**src/rtl/register_file_8x16.sv**
```systemverilog
// 2**ADDR_W x DATA_W register file: two combinational read ports, one write port; optional hardwired r0 and write-through bypass.
// Latency: reads 0 cycles, writes visible after 1 rising edge; no backpressure, every write is accepted.
module register_file_8x16 #(
    parameter int DATA_W   = 16,
    parameter int ADDR_W   = 3,
    parameter bit ZERO_REG = 1'b1,
    parameter bit BYPASS   = 1'b1
) (
    input  logic              clk,
    input  logic              rst_n,
    input  logic              sig_regWrite,
    input  logic [ADDR_W-1:0] wr_addr,
    input  logic [DATA_W-1:0] wr_data,
    input  logic [ADDR_W-1:0] rd_addr1,
    input  logic [ADDR_W-1:0] rd_addr2,
    output logic [DATA_W-1:0] data1,
    output logic [DATA_W-1:0] data2
);

    localparam int DEPTH = 2 ** ADDR_W;

    logic [DATA_W-1:0] r_regs [DEPTH];

    logic              w_wr_to_zero;
    logic              w_wr_en;
    logic [ADDR_W-1:0] w_rd_addr [2];
    logic [DATA_W-1:0] w_rd_dat  [2];

    assign w_wr_to_zero = ZERO_REG && (wr_addr == '0);
    // Qualifying with rst_n keeps bypass quiet while reset is held.
    assign w_wr_en      = rst_n && sig_regWrite && !w_wr_to_zero;

    always_ff @(posedge clk or negedge rst_n) begin
        if (!rst_n) begin
            for (int i = 0; i < DEPTH; i++) begin
                r_regs[i] <= '0;
            end
        end else if (w_wr_en) begin
            r_regs[wr_addr] <= wr_data;
        end
    end

    assign w_rd_addr[0] = rd_addr1;
    assign w_rd_addr[1] = rd_addr2;

    for (genvar p = 0; p < 2; p++) begin : g_rd_port
        always_comb begin
            w_rd_dat[p] = r_regs[w_rd_addr[p]];
            if (ZERO_REG && (w_rd_addr[p] == '0)) begin
                w_rd_dat[p] = '0;
            end
            if (BYPASS && w_wr_en && (w_rd_addr[p] == wr_addr)) begin
                w_rd_dat[p] = wr_data;
            end
            if (!rst_n) begin
                w_rd_dat[p] = '0;
            end
        end
    end

    assign data1 = w_rd_dat[0];
    assign data2 = w_rd_dat[1];

endmodule

```
**config.mk**
```make
export PLATFORM = sky130hd
export DESIGN_NAME = register_file_8x16
export DESIGN_NICKNAME = d
export VERILOG_FILES = /design/src/rtl/register_file_8x16.sv
export SDC_FILE = /design/constraint.sdc
export NUM_CORES = 1
export LEC_CHECK = 0
export ABC_AREA = 0
export ABC_CLOCK_PERIOD_IN_PS = 1500
export BUFFER_PORTS_ARGS = -buffer_cell sky130_fd_sc_hd__buf_2
export CORE_UTILIZATION = 54
export DETAILED_ROUTE_END_ITERATION = 10
export PLACE_DENSITY = 0.78
export SETUP_SLACK_MARGIN = 0.2
export SYNTH_ARGS = -nofsm -noshare
export SYNTH_HDL_FRONTEND = slang
export SYNTH_SLANG_ARGS = --single-unit
```
**constraint.sdc**
```tcl
create_clock -name clk -period 1.5 [get_ports clk]
set_input_delay 0.075 -clock clk [delete_from_list [all_inputs] [get_ports clk]]
set_output_delay 0.075 -clock clk [all_outputs]
set_load 0.005 [all_outputs]
```
# Word level (Yosys, flattened, before mapping)
# Index checks and enable logic that the tools add are counted.
[op_classes]
order_cmp = 4
eq_ne = 2
n_mux = 15
n_bitwise = 3
reduce_logical = 9
[op_table]
columns = ["op", "count"]
rows = [
  ["$mux 16", 11],
  ["$bwmux 128", 1],
  ["$bmux 16 s3", 2],
  ["$demux 16 s3", 1],
  ["$ge 4x4->1 const B", 3],
  ["$not 3->4", 3],
  ["$logic_not 3->1", 3],
  ["$eq 3x3->1", 2],
  ["$logic_and 1x1->1", 5],
  ["$lt 4x1->1 const B", 1],
  ["$logic_not 1->1", 1],
]
[word_totals]
regBits = 128
input_bits = 28
output_inout_bits = 32

# Logic depth before layout (Yosys ltp)
# Gate-level depths: netlist of run 1.
[logic_depth]
ltp_word = 7
ltp_mapped = 7

# Worst setup path after synthesis of run 1
# Ideal clock, no wire load.
[synth_path]
path_kind = "input -> register"
start = "input wr_addr[2]"
end = "register r_regs[37] (netlist bit)"
setup_ns = 0.125
arrival_time_ns = 1.379
setup_slack_ns = -0.004
stages = 5
cell_sequence = "buf_4 nand3_1 nor3b_2 buf_2 mux2_2"
[synth_via]
elab_chain_cells = 6
[synth_rtl]
columns = ["element", "line", "rtl"]
rows = [
  ["from (decl)", "12", "input logic [ADDR_W-1:0] wr_addr,"],
  ["$not 3->4 (implied by the code)", "39", "r_regs[wr_addr] <= wr_data;"],
  ["$ge 4x4->1 (implied by the code) or $lt 4x1->1 (tied branches)", "39", ""],
  ["$logic_and 1x1->1 (implied by the code)", "39", ""],
  ["$mux 16 (implied by the code)", "39", ""],
  ["$demux 16 s3", "39", ""],
  ["$bwmux 128", "39", ""],
  ["to (signal, indexed assignment)", "39", ""],
  ["to (decl)", "22", "logic [DATA_W-1:0] r_regs [DEPTH];"],
]
# Several ways; a longest one is shown, not always the timed one.
# A chain may end at the register's enable or synchronous reset.

# Worst setup path after layout of run 1
[layout_path]
start = "register r_regs[110] (netlist bit)"
end = "output data1[14]"
[layout_via]
elab_chain_cells = 6
[layout_rtl]
columns = ["element", "line", "rtl"]
rows = [
  ["$bmux 16 s3", "48", "w_rd_dat[p] = r_regs[w_rd_addr[p]];"],
  ["$mux 16 (implied by the code) (2 in series)", "48", ""],
  ["$mux 16", "49", "if (ZERO_REG && (w_rd_addr[p] == '0)) begin"],
  ["$mux 16", "52", "if (BYPASS && w_wr_en && (w_rd_addr[p] == wr_addr)) begin"],
  ["$mux 16", "55", "if (!rst_n) begin"],
  ["to (decl)", "16", "output logic [DATA_W-1:0] data1,"],
]
# No other way between the ends. The select of a mux whose other input is x is not followed.

==> results_dict.tcl, run 1 <==
set metrics [dict create \
    cap_viol_max_count 0 \
    max_freq_mhz 505 \
    crit_path_top_delay_cell "dfrtp_1" \
    async_reset_ff_share_pct 100 \
    hold_ws_ns -0.189 \
    critPathTopFamily "compound AO/OA/AOI/OAI gates" \
    post-route-period-util_pct 132 \
    wire_per_inst_um 23.5 \
    ant_nets 0 \
    clk_path_buf_depth 2 \
    place_hpwl_um 12400 \
    wl_um 19800 \
    yosysWarnings 0 \
    die_y_um 114 \
    grt_max_degree 61 \
    yosysSeqAreaShare_pct 42.5 \
    finClkSkew_ns 0 \
    die_w_um 114 \
    ys_ff_latch 115 \
    layout_min_cycle_time_ns 1.98 \
    crit_type "reg -> out" \
    end_kind "output pin" \
    max_slew_margin_pct 51.1 \
    syn-cell-area_um2 6770 \
    grt.total_usage_pct 32.2 \
    syn-num-nets 570 \
    path_cells "mux2_2 > a221oi_2 > a221oi_2 > buf_4 > o211a_1 > buf_2" \
    rows 40 \
    cts_made_buffers 17 \
    clk_latency_ns 0.43 \
    grt_remaining_overflow 0 \
    final-hold-violation-count 79 \
    rr_endpoint "r_regs[68]" \
    largest-register "r_regs" \
    antenna_found_initial 0 \
    layout_commonest_cell "dfrtp_1" \
    postLayoutSetupSlackWorst_ns -0.480 \
    htreeDepth 4 \
    peakVddDrop_mv 0.802 \
    finalSetupViolCount 32 \
    grt_pass1_wl_um 31400 \
    clk_pin_slew_ns 0.05 \
    reg.largest.list "r_regs (115)" \
    cp_max_fo 3 \
    worst_pin_slew_ns 0.733 \
    drt_iter0_markers 399 \
    place_area_um2 7830 \
    power.total_mw 11.3 \
    cp-start-kind "flip-flop" \
    avgSynthCellArea_um2 12.5 \
    hold_buffers 7 \
    cts_tree "built" \
    dieArea_um2 13000 \
    synth_flop_cell "dfrtp_1" \
    slowest_delay_ns 0.40 \
    largest_reg_flops 115 \
    yosysUniqueCellTypes 31 \
    final_nets 690 \
    clockRootBuffer "clkbuf_16" \
    viasPerCell 6.46 \
    clock_sinks 115 \
    post_route_cells_drive_above_1_share_pct 56.7 \
    rsz0062_at_grt "true" \
    remaining_drc_errors 0 \
    hold_class "in -> async" \
    initial_core_util_pct 55.9 \
    worst-path-buf-inv 2 \
    slew_violations 0 \
    first_global_vias 5715 \
    crit_arrival_ns 1.91 \
    num_antenna_cells 0 \
    outcome "complete, but fails checks" \
    coreArea_um2 12100 \
    final_cell_mix "dfrtp_1 (115), mux2_2 (99), buf_4 (80)" \
    area_delta_synth_final_pct 34.1 \
    r2r_setup_slack_ns 0.45 \
    timing.rr.start "r_regs[68]" \
    total_leakage_power_nw 4.34 \
    power_density_nw_per_um2 1240 \
    pre_cts_ws_ns -0.156 \
    io_pins 60 \
    critPathRequiredTime_ns 1.42 \
    failed_checks "negative hold slack, negative setup slack" \
    synth-edff-count 0 \
    portBuffers 59 \
    place.gp.congestion 0.884 \
    cpMostUsedCell "a221oi_2" \
    via_count 5425 \
    dr.pass1.iters 6 \
    synthCells 542 \
    ff2ff_path_depth 3 \
    fin_area_um2 9080 \
]
[cell usage after synthesis, types with 2 or more instances]
library cell,number,area [µm²]
a32o_1,3,30.0
dfrtp_1,115,2880
and2_1,2,12.5
nor3b_2,2,25.0
buf_2,24,120
o211a_1,29,290
a221oi_1,58,508
xor2_1,6,52.6
nand2b_1,30,188
nor2b_1,5,31.3
clkbuf_1,22,82.6
mux4_2,3,67.6
mux2_1,30,338
nor2_1,4,15.0
nand2_1,10,37.5
buf_4,7,52.6
o21ai_0,3,15.0
a31oi_1,6,37.5
mux2i_1,58,581
mux2_2,114,1280
[cell type report]
cell class / count / area [µm²]
clock inverters: 4 / 22.5
repair buffers: 156 / 1170
multi-input cells: 372 / 4270
fillers: 716 / 3030
well taps: 168 / 210
clock buffers: 25 / 526
flip-flops and latches: 115 / 2880
[worst reg2reg max path, stage by stage (launching register included)]
cell     delay, ns
dfrtp_1       0.40
buf_4         0.15
buf_4         0.12
mux2_2        0.26
[through the flow]
stage	util [%]	instances	TNS, ns
floorplan	-	542	0
global placement	64.7	791	-2.40
detailed placement	64.7	791	-3.35
finish	75.0	840	-10.77
CTS	72.9	836	-10.50
global route	75.0	840	-12.57
[per-layer routing]
metal / global-route usage [%] / part of all wire (%)
met1: 41.1 / 41
met2: 51.5 / 50
met3: 6.75 / 5.7
met4: 17.5 / 3.3
met5: 0 / 0
[repair_timing]
action	CTS	global route
setup buffers	9	4
endpoints found under the hold margin	98	79
gates resized for setup	54	32
endpoints found under the setup margin	32	32
pin swaps	11	7
[how the worst max path moves through the flow]
stage / slack [ns] / end / cells after the start / startpoint
4_1_cts: -0.48 / data1[14] / 6 / r_regs[110]
2_1_floorplan: 0.04 / r_regs[103] / 6 / rst_n
3_5_place_dp: -0.16 / data1[9] / 7 / rd_addr1[1]
5_1_grt: -0.53 / data1[14] / 6 / r_regs[110]
3_3_place_gp: -0.15 / data1[2] / 7 / rd_addr1[1]
6_report: -0.48 / data1[14] / 6 / r_regs[110]
[logic make-up (layout without fill, tap and decap cells)]
family | Yosys count | count (layout) | share of synthesized area (%)
AND/OR/NAND/NOR | 61 | 61 | 5.97
XOR/XNOR | 6 | 6 | 0.776
AO/OA/AOI/OAI | 100 | 100 | 13.2
buffers and inverters | 55 | 185 | 3.99
flip-flops | 115 | 115 | 42.5
multiplexers | 205 | 205 | 33.5
[power breakdown]
group | total, mW | internal [mW] | leakage [nW] | switching [mW]
Combinational | 3.02 | 1.75 | 2.65 | 1.27
Clock | 3.75 | 2.37 | 0.273 | 1.37
Sequential | 4.49 | 3.82 | 1.42 | 0.671
Note: power is estimated with default switching activity, not from simulation.
==> run 2: changes to the inputs <==
--- a/config.mk
+++ b/config.mk
@@ -6,11 +6,11 @@
 export NUM_CORES = 1
 export LEC_CHECK = 0
 export ABC_AREA = 0
-export ABC_CLOCK_PERIOD_IN_PS = 1500
+export ABC_CLOCK_PERIOD_IN_PS = 2220
 export BUFFER_PORTS_ARGS = -buffer_cell sky130_fd_sc_hd__buf_2
-export CORE_UTILIZATION = 54
+export CORE_UTILIZATION = 60
 export DETAILED_ROUTE_END_ITERATION = 10
-export PLACE_DENSITY = 0.78
+export PLACE_DENSITY = 0.82
 export SETUP_SLACK_MARGIN = 0.2
 export SYNTH_ARGS = -nofsm -noshare
 export SYNTH_HDL_FRONTEND = slang
==> constraint.sdc (replaced) <==
create_clock -name clk -period 2.22 [get_ports clk]
set_input_delay 0.111 -clock clk [delete_from_list [all_inputs] [get_ports clk]]
set_output_delay 0.111 -clock clk [all_outputs]
set_load 0.005 [all_outputs]
==> results_dict.tcl, run 2 (synthesis results as in run 1) <==
set metrics [dict create \
    wire_per_inst_um 24.3 \
    viasPerCell 6.85 \
    first_global_vias 5144 \
    hold_class "in -> reg" \
    layout_min_cycle_time_ns 2.01 \
    num-fill-cells 711 \
    dieArea_um2 11700 \
    endpoint "data2[13]" \
    timing.rr.start "r_regs[93]" \
    fin_setup_tns_ns 0 \
    remaining_drc_errors 0 \
    cts_tree "built" \
    place_hpwl_um 11100 \
    clk_pin_slew_ns 0.06 \
    grt_max_degree 148 \
    r2r_setup_slack_ns 1.36 \
    die_w_um 108 \
    slew_violations 0 \
    largest-register "r_regs" \
    clk_latency_ns 0.41 \
    grt_remaining_overflow 0 \
    ff2ff_path_depth 1 \
    critPathLaunch "r_regs[77]" \
    finClkSkew_ns 0 \
    peakVddDrop_mv 0.676 \
    antenna_found_initial 0 \
    end_kind "output pin" \
    htreeDepth 4 \
    rows 38 \
    final_nets 626 \
    finalSetupViolCount 0 \
    total_leakage_power_nw 3.73 \
    io_pins 60 \
    cp-start-kind "flip-flop" \
    grt.total_usage_pct 32.6 \
    max_slew_margin_pct 48.2 \
    largest_reg_flops 115 \
    clockRootBuffer "clkbuf_16" \
    post_route_cells_drive_above_1_share_pct 43.5 \
    rr_endpoint "r_regs[93]" \
    rsz0062_at_grt "true" \
    drt_iter0_markers 572 \
    final_cell_mix "dfrtp_1 (115), mux2_2 (114), mux2i_1 (58), buf_2 (58), a221oi_1 (41)" \
    critPathRequiredTime_ns 2.11 \
    area_delta_synth_final_pct 17.7 \
    layout_commonest_cell "dfrtp_1" \
    portBuffers 59 \
    fin_util_pct 72.9 \
    num_antenna_cells 0 \
    initial_core_util_pct 61.9 \
    power_density_nw_per_um2 903 \
    crit_type "reg -> out" \
    ant_nets 0 \
    reg.largest.list "r_regs (115)" \
    crit_arrival_ns 1.89 \
    cts_made_buffers 17 \
    via_count 5141 \
    coreArea_um2 10900 \
    clk_path_buf_depth 2 \
    worst_pin_slew_ns 0.775 \
    dr.pass1.iters 5 \
    outcome "finished clean" \
    final-hold-violation-count 0 \
    die_y_um 108 \
    cp_max_fo 3 \
    cap_viol_max_count 0 \
    post-route-period-util_pct 90.3 \
    max_freq_mhz 499 \
    wl_um 18300 \
    place.gp.congestion 0.801 \
    clock_sinks 115 \
    grt_pass1_wl_um 28100 \
]
## run 2: layout make-up
class / count / area (µm²) / share of cell area, %
flip-flops and latches: 115 / 2880 / 36.1
multi-input cells: 372 / 3740 / 46.9
clock inverters: 14 / 139 / 1.74
clock buffers: 18 / 439 / 5.51
repair buffers: 92 / 602 / 7.55
well taps: 140 / 175 / 2.20
## run 2: worst min path at each step
stage / start / end / slack [ns] / depth (start not counted)
finish: wr_data[5] / r_regs[53] / 0.03 / 2
global route: wr_data[12] / r_regs[108] / 0.03 / 2
CTS: wr_data[5] / r_regs[101] / 0.02 / 2
detailed placement: rst_n / r_regs[32] / 0.31 / 2
global placement: rst_n / r_regs[32] / 0.30 / 2
floorplan: rst_n / r_regs[0] / -0.18 / 0
## run 2: what timing repair did
action	in CTS	in global routing
setup endpoints to repair	7	20
pin swaps	0	0
setup buffers	0	0
hold endpoints to repair	115	0
hold buffers	1	0
gates cloned	0	0
gates resized for setup	7	11
## run 2: per-layer routing
metal,track usage [%],vias up,part of all wire [%]
li1,-,2210,-
met1,41.6,2627,40
met2,53.6,249,50
met3,7.23,55,7.3
met4,13.3,0,2.5
met5,0,-,0
## run 2: worst max-delay path: stages (launching register included)
cell and delay [ns]:
dfrtp_1 0.40, mux2_2 0.30, a221oi_2 0.33, a221oi_1 0.09
o211a_1 0.23, buf_2 0.12
## run 2: power breakdown
part | switching, mW | internal (mW) | leakage (nW)
clock network | 0.976 | 1.67 | 0.269
logic | 0.693 | 0.866 | 2.05
registers | 0.422 | 2.58 | 1.42
total | 2.09 | 5.11 | 3.73
## run 2: per-stage QoR
step	instance area, µm²	hold WS, ns	setup WS (ns)	total power [mW]	instances
2_1_floorplan	6770	-0.185	0.680	3.95	542
3_3_place_gp	7280	0.299	0.316	4.34	718
3_5_place_dp	7280	0.310	0.312	4.46	718
4_1_cts	7910	0.0194	0.201	7.14	751
5_1_grt	7970	0.0318	0.160	7.48	751
6_report	7970	0.0261	0.215	7.20	751
